[src/rtl/mul_div_unit.sv]
// mul_div_unit: iterative MIPS mult/multu/div/divu with HI/LO registers; MDU_FAST_MUL_EN selects a single-cycle multiply
module mul_div_unit #(
  parameter int DATA_W = 32
) (
  input  logic              clk,
  input  logic              rst,
  input  logic              start_i,
  input  logic [1:0]        op_i,
  input  logic [DATA_W-1:0] rs_val_i,
  input  logic [DATA_W-1:0] rt_val_i,
  input  logic              hi_we_i,
  input  logic              lo_we_i,
  input  logic [DATA_W-1:0] wdata_i,
  output logic              busy_o,
  output logic              done_o,
  output logic [DATA_W-1:0] hi_o,
  output logic [DATA_W-1:0] lo_o
);
  typedef enum logic [1:0] {IDLE, ITER, FIX} state_t;
`ifdef MDU_FAST_MUL_EN
  localparam bit FAST = 1'b1;
`else
  localparam bit FAST = 1'b0;
`endif
  state_t state_q, state_d;
  logic [4:0] cnt_q, cnt_d;
  logic div_q, div_d, neg_q, neg_d, rneg_q, rneg_d, dz_q, dz_d, done_q, done_d;
  logic [31:0] a_q, a_d, b_q, b_d, hi_q, hi_d, lo_q, lo_d;
  logic [63:0] acc_q, acc_d, mag, prod;
  logic sgn, is_div, dz;
  logic [31:0] rs_abs, rt_abs, quo, rem;
  logic [32:0] msum, rsh;
  logic [33:0] diff;
  assign sgn    = ~op_i[0];
  assign is_div = op_i[1];
  assign dz     = is_div && rt_val_i == 32'd0;
  assign rs_abs = sgn && rs_val_i[31] ? -rs_val_i : rs_val_i;
  assign rt_abs = sgn && rt_val_i[31] ? -rt_val_i : rt_val_i;
  assign msum   = {1'b0, acc_q[63:32]} + (b_q[0] ? {1'b0, a_q} : 33'd0);
  assign rsh    = {acc_q[31:0], b_q[31]};
  assign diff   = {1'b0, rsh} - {2'b0, a_q};
`ifdef MDU_FAST_MUL_EN
  assign mag    = {32'd0, a_q} * {32'd0, b_q};
`else
  assign mag    = acc_q;
`endif
  assign prod   = neg_q ? -mag : mag;
  assign quo    = neg_q ? -b_q : b_q;
  assign rem    = rneg_q ? -acc_q[31:0] : acc_q[31:0];
  assign busy_o = state_q != IDLE;
  assign done_o = done_q;
  assign hi_o   = hi_q;
  assign lo_o   = lo_q;
  // next state: operand capture, one shift-add or restore-subtract step per ITER cycle, sign fix and HI/LO write in FIX
  always_comb begin
    state_d = state_q;
    cnt_d   = cnt_q;
    div_d   = div_q;
    neg_d   = neg_q;
    rneg_d  = rneg_q;
    dz_d    = dz_q;
    a_d     = a_q;
    b_d     = b_q;
    acc_d   = acc_q;
    hi_d    = hi_q;
    lo_d    = lo_q;
    done_d  = 1'b0;
    if (state_q == IDLE) begin
      if (start_i) begin
        div_d   = is_div;
        neg_d   = sgn & (rs_val_i[31] ^ rt_val_i[31]);
        rneg_d  = sgn & rs_val_i[31];
        dz_d    = dz;
        a_d     = is_div ? rt_abs : rs_abs;
        b_d     = dz ? rs_val_i : is_div ? rs_abs : rt_abs;
        acc_d   = 64'd0;
        cnt_d   = 5'd0;
        state_d = dz || (FAST && !is_div) ? FIX : ITER;
      end else begin
        hi_d = hi_we_i ? wdata_i : hi_q;
        lo_d = lo_we_i ? wdata_i : lo_q;
      end
    end else if (state_q == ITER) begin
      cnt_d   = cnt_q + 5'd1;
      acc_d   = div_q ? {31'd0, diff[33] ? rsh : diff[32:0]} : {msum, acc_q[31:1]};
      b_d     = div_q ? {b_q[30:0], ~diff[33]} : b_q >> 1;
      state_d = cnt_q == 5'd31 ? FIX : ITER;
    end else begin
      hi_d    = div_q ? (dz_q ? b_q : rem) : prod[63:32];
      lo_d    = div_q ? (dz_q ? 32'hFFFF_FFFF : quo) : prod[31:0];
      done_d  = 1'b1;
      state_d = IDLE;
    end
  end
  // state and datapath registers; reset aborts any operation in flight
  always_ff @(posedge clk) begin
    if (rst) begin
      state_q <= IDLE;
      cnt_q   <= 5'd0;
      div_q   <= 1'b0;
      neg_q   <= 1'b0;
      rneg_q  <= 1'b0;
      dz_q    <= 1'b0;
      a_q     <= 32'd0;
      b_q     <= 32'd0;
      acc_q   <= 64'd0;
      hi_q    <= 32'd0;
      lo_q    <= 32'd0;
      done_q  <= 1'b0;
    end else begin
      state_q <= state_d;
      cnt_q   <= cnt_d;
      div_q   <= div_d;
      neg_q   <= neg_d;
      rneg_q  <= rneg_d;
      dz_q    <= dz_d;
      a_q     <= a_d;
      b_q     <= b_d;
      acc_q   <= acc_d;
      hi_q    <= hi_d;
      lo_q    <= lo_d;
      done_q  <= done_d;
    end
  end
endmodule

[config.mk]
export PLATFORM = sky130hd
export DESIGN_NAME = mul_div_unit
export DESIGN_NICKNAME = d
export VERILOG_FILES = /design/src/rtl/mul_div_unit.sv
export SDC_FILE = /design/constraint.sdc
export NUM_CORES = 1
export LEC_CHECK = 0
export CAP_MARGIN = 20
export CORE_UTILIZATION = 40
export CTS_CLUSTER_DIAMETER = 30
export DETAILED_ROUTE_END_ITERATION = 7
export GPL_TIMING_DRIVEN = 0
export PLACE_DENSITY = 0.62
export SYNTH_ARGS = -nofsm -noshare
export SYNTH_HDL_FRONTEND = slang
export SYNTH_SLANG_ARGS = --single-unit
[constraint.sdc]
create_clock -name clk -period 6.45 [get_ports clk]
set_clock_uncertainty 0.1 [all_clocks]
set_input_delay 1.6125 -clock clk [delete_from_list [all_inputs] [get_ports clk]]
set_output_delay 1.6125 -clock clk [all_outputs]
set_load 0.02 [all_outputs]
Word-level counts from Yosys, hierarchy flattened
Cells that the tools add are included.
- logic and storage cells: 83
- output and inout port bits: 66
- register bits: 204
- bitwise logic cells: 5
- eq/ne operators: 7
- reduce and logical (&&, ||, !) cells: 12
- muxes and demuxes: 39
- add/subtract/negate cells: 8
- operator list (kind ; number):
    $mux 32 ; 24
    $mux 64 ; 5
    $neg 32->32 ; 4
    $neg 64->64 ; 1
    $sub 33x32->34 ; 1
    $add 32x32->33 ; 1
    $mux 33 ; 1
    $logic_not 32->1 ; 1
    $mux 5 ; 3
    $mux 2 ; 5
    $ne 2x2->1 const B ; 5
    $reduce_and 3->1 ; 2
    $add 5x1->5 const B ; 1
    $eq 5x5->1 const B ; 1
    $reduce_and 2->1 ; 2
    $reduce_bool 2->1 ; 2
    $logic_and 1x1->1 ; 3
    $and 1x1->1 ; 2
    $eq 2x1->1 const B ; 1
    $logic_not 2->1 ; 1
    $not 1->1 ; 2
    $reduce_or 2->1 ; 1
    $mux 1 ; 1
    $xor 1x1->1 ; 1

Depth between registers and ports, before layout
Gate-level depths: netlist of the first run.
- word-level depth: 7
- depth in mapped cells: 15
- mapped depth without buffers: 13

Worst setup path after synthesis of the first run
No wires, ideal clock.
- path type: input -> register
- start: input port rt_val_i[1]
- end: register b_q[6]
- arrival: 4.179 ns
- setup slack: 2.043 ns
- stages on the path: 13
- buffers on the path: 3
- data required time: 6.222 ns
- cell sequence: inv_1 > ha_1 > or4b_2 > nor2b_1 > nand3_1 > or4_1 > clkbuf_1 > buf_1 > clkbuf_1 > o211ai_1 > nand3_1 > a22oi_1 > nor2_1
- cells in the longest elaborated chain, start to end: 6
- elaborated cells between the ends (all ways): 8
- classes of those cells: add/sub (1); mux (5); reduce/logical (2)
- RTL lines (element ; RTL line ; RTL):
    start: declaration ; 10 ; input logic [DATA_W-1:0] rt_val_i,
    $neg 32->32 ; 38 ; assign rt_abs = sgn && rt_val_i[31] ? -rt_val_i : rt_val_i;
    $mux 32 ; 38 ;
    $mux 32 ; 75 ; b_d = dz ? rs_val_i : is_div ? rs_abs : rt_abs;
    $mux 32 * ; 75 ;
    $mux 32 * ; 69 ; if (start_i) begin
    $mux 32 * ; 68 ; if (state_q == IDLE) begin
    end signal: assignment ; 105 ; b_q <= 32'd0;
    end signal: assignment ; 118 ; b_q <= b_d;
    end: declaration ; 28 ; logic [31:0] a_q, a_d, b_q, b_d, hi_q, hi_d, lo_q, lo_d;
Every way passes the cells marked *; elsewhere a longest branch is shown, timed or not. The select of a mux whose other input is x is not followed.
A chain may end at the register's enable or synchronous reset.

Final worst setup path of the first run
- start: register state_q[1]
- end: output port busy_o
- cells in the longest elaborated chain, start to end: 1
- RTL lines (element ; RTL line ; RTL):
    start: declaration ; 25 ; state_t state_q, state_d;
    start signal: assignment ; 111 ; state_q <= state_d;
    $reduce_bool 2->1 ; 50 ; assign busy_o = state_q != IDLE;
    end: declaration ; 14 ; output logic busy_o,
Every way passes these cells.

==> flow_summary.ini, run 1 <==
[run_status]
outcome = finished, final reports clean

[power_and_ir_drop]
ir_drop_mv = 0.239
switching_power_mw = 2.02
combinationalPowerShare_pct = 23.3
powerDensity_mw_per_mm2 = 278
p_clk_share_pct = 54.1
finalPower_mw = 6.20
p_leak_nw = 8.50
sw_frac_of_total_pct = 32.5
internal_power_mw = 4.18
seq_power_share_pct = 22.6

[drt]
dr.pass1.iters = 8
detail_route.wl_per_cell_um = 28.2
viasPerCell = 6.34
route.antenna.remaining_nets = 0
detail_route.iter0.violations = 2584
routed_wl_mm = 93.3
route.detailed.drc = 0
vias = 20900

[global_route]
track_usage_pct = 41.0
grt.overflow.total = 0
antenna_found_initial = 0
grt_max_degree = 11
grt_pass1_vias = 19200
grt_pass1_wl_mm = 132

[logic_synthesis]
synth-simple-area-share_pct = 20.2
ys_top_cells_by_count = nor2_1 (255), nand2_1 (230), a21oi_1 (212), dfxtp_1 (204), o21ai_0 (191)
seq_area_frac_synth_pct = 23.2
synthFlopType = dfxtp_1
synth_largest_area_cell = dfxtp_1
synth.distinct_cells = 70
synthArstFlopShare_pct = 0
yosysMostFrequentCell = nor2_1
syn_area_mm2 = 0.0176
synth_xor_area_share_pct = 11.1
synthCells = 2434
synth_top_family_by_area = compound AO/OA/AOI/OAI gates
synth_warnings = 0
synth.avg_cell_area_um2 = 7.23
synthTopCellsByArea = dfxtp_1 (23%), xnor2_1 (6.9%), a21oi_1 (6.0%)
synth_compound_area_share_pct = 30.7
yosysTopAreaCellShare_pct = 23.2
synth_fa_ha_area_share_pct = 5.20
synth_seq_cells = 204
synth_edf_count = 0
synthMuxAreaShare_pct = 3.79
syn-num-nets = 2609

[sta]
finalSetupViolCount = 0
period_share_pct = 90.5
clock.fmax_mhz = 171
worst_slack_ns = 0.610
hold_viol = 0
finalMaxSlewViolations = 0
rsz0062_at_grt = false
min_period_ns = 5.84
worstMarginPinSlew_ns = 1.17
relSlewSlack_pct = 22.0
hold_ws_ns = 0.348
tns_ns = 0

[hold_path]
hold_class = flip-flop to flip-flop
min_path_cells = 2

[die]
die_w_um = 212
die_area_mm2 = 0.0449
start_util_pct = 40.7
num_io_pins = 169
die_h_um = 212
rows = 76
coreArea_mm2 = 0.0433

[cells_and_area]
finalNetCount = 2844
fillers = 4285
fin_area_mm2 = 0.0223
final_core_util_pct = 51.6
area_growth_pct = 26.7
antenna_cells = 0
seq_area_mm2 = 0.00408
multiInputGateArea_mm2 = 0.0125
drive_gt1_share_pct = 5.07
instances_no_fill = 3305

[critical_path]
worstSetupPathType = flip-flop to output port
cp-end-kind = output port
reg2reg_slack_ns = 1.69
reg2reg_from = b_q[0]
cp.required_ns = 4.74
crit_arrival_ns = 4.13
startpoint_type = flip-flop
ff2ff_path_depth = 14
crit_end = busy_o
cp_max_fo = 10
startpoint = state_q[1]
timing.rr.end = acc_q[47]

[place]
dpl.hpwl_mm = 74.8
place_inst = 3186
gp_congestion = 1.06
place_area_mm2 = 0.0200
pre_cts_ws_ns = 0.388
portBuffers = 166

[clock_network]
post-cts-setup-buffers = 0
cts_tree = done
clockBufferDepth = 3
clock_sinks = 204
cts_max_level = 3
ctsHoldBuffers = 0
numCtsBuffers = 66
clk_pin_slew_ns = 0.04
root_buffer = clkbuf_16
post_cts_resized = 0
clk_latency_ns = 0.59

[run]
max_cap_violations = 0
[logic make-up (layout without fill, tap and decap cells)]
kind of cell | after synthesis | in the layout
buf+inv | 272 | 558
compound gates | 830 | 830
mux | 66 | 66
simple gates | 766 | 766
xor+xnor | 224 | 224
fa+ha+maj | 72 | 72
flops | 204 | 204
[final cells by class]
| cell class | count | area share, % |
|---|---|---|
| buffer | 205 | 3.46 |
| clock buffer | 89 | 8.51 |
| clock inverter | 30 | 1.82 |
| inverter | 67 | 1.13 |
| multi-input combinational | 1958 | 56.0 |
| sequential | 204 | 18.3 |
| tap | 585 | 3.28 |
| timing repair buffer | 167 | 7.47 |
[critical path, stage by stage (launching register included)]
cell	delay, ns
dfxtp_1	0.30
clkbuf_1	0.42
nor2_1	0.26
inv_1	0.15
clkbuf_1	0.81
clkbuf_1	0.82
clkdlybuf4s50_1	0.78
[sequential cells by signal, summed over array words and instances, names as in the netlist]
| signal | cells |
|---|---|
| acc_q | 64 |
| a_q | 32 |
| b_q | 32 |
| hi_o | 32 |
| lo_o | 32 |
| cnt_q | 5 |
| state_q | 2 |
| div_q | 1 |
| done_o | 1 |
| dz_q | 1 |
| neg_q | 1 |
| rneg_q | 1 |
[placed cells by master, fill, tap and decap left out, types with 27 or more instances in the layout]
cell,netlist,final
inv_1,65,65
nor3_1,57,57
nand3_1,37,37
or3_1,31,31
a211oi_1,42,42
ha_1,70,70
o31ai_1,43,43
dfxtp_1,204,204
a21oi_1,212,212
o21ai_0,191,191
a22oi_1,40,40
o211ai_1,45,45
nand2_1,230,230
xnor2_1,139,139
nor2_1,255,255
mux2i_1,61,61
a22o_1,27,27
clkdlybuf4s50_1,0,166
clkbuf_1,182,190
xor2_1,85,85
clkbuf_16,0,67
[how the worst min path moves through the flow]
stage | end | from | slack, ns
after CTS | a_q[15] | a_q[15] | 0.35
after floorplan | a_q[11] | a_q[11] | 0.33
after global placement | a_q[22] | a_q[22] | 0.34
after global routing | a_q[17] | a_q[17] | 0.36
after detailed placement | a_q[14] | a_q[14] | 0.34
final | a_q[15] | a_q[15] | 0.35
[power by group through the flow]
stage	Combinational [mW]	Clock, mW	Sequential (mW)
floorplan	0.802	0	1.43
global placement	1.39	0	1.42
detailed placement	1.39	0	1.42
CTS	1.40	3.35	1.40
global route	1.52	3.43	1.41
finish	1.44	3.35	1.40
[per-layer routing]
layer	vias to the layer above	track usage, %	share of wire [%]
li1	9387	-	-
met5	-	0	0
met4	0	28.1	7.5
met3	281	8.72	9.8
met1	9968	53.4	41
met2	1302	60.3	41
Power figures use the tool's default switching activity.
==> inputs of run 2 (changes only) <==
==> constraint.sdc (replaced) <==
create_clock -name clk -period 6.6 [get_ports clk]
set_clock_uncertainty 0.1 [all_clocks]
set_input_delay 1.65 -clock clk [delete_from_list [all_inputs] [get_ports clk]]
set_output_delay 1.65 -clock clk [all_outputs]
set_load 0.02 [all_outputs]
==> results of run 2 <==
The final DEF is identical to that of run 1. Status: finished, final reports clean.
Main changes from that run: setup slack after placement 0.388 ns -> 0.500 ns; setup slack after layout 0.610 ns -> 0.723 ns; register-to-register setup slack 1.69 ns -> 1.84 ns; total power 6.20 mW -> 6.06 mW; worst IR drop on VDD 0.239 mV -> 0.234 mV
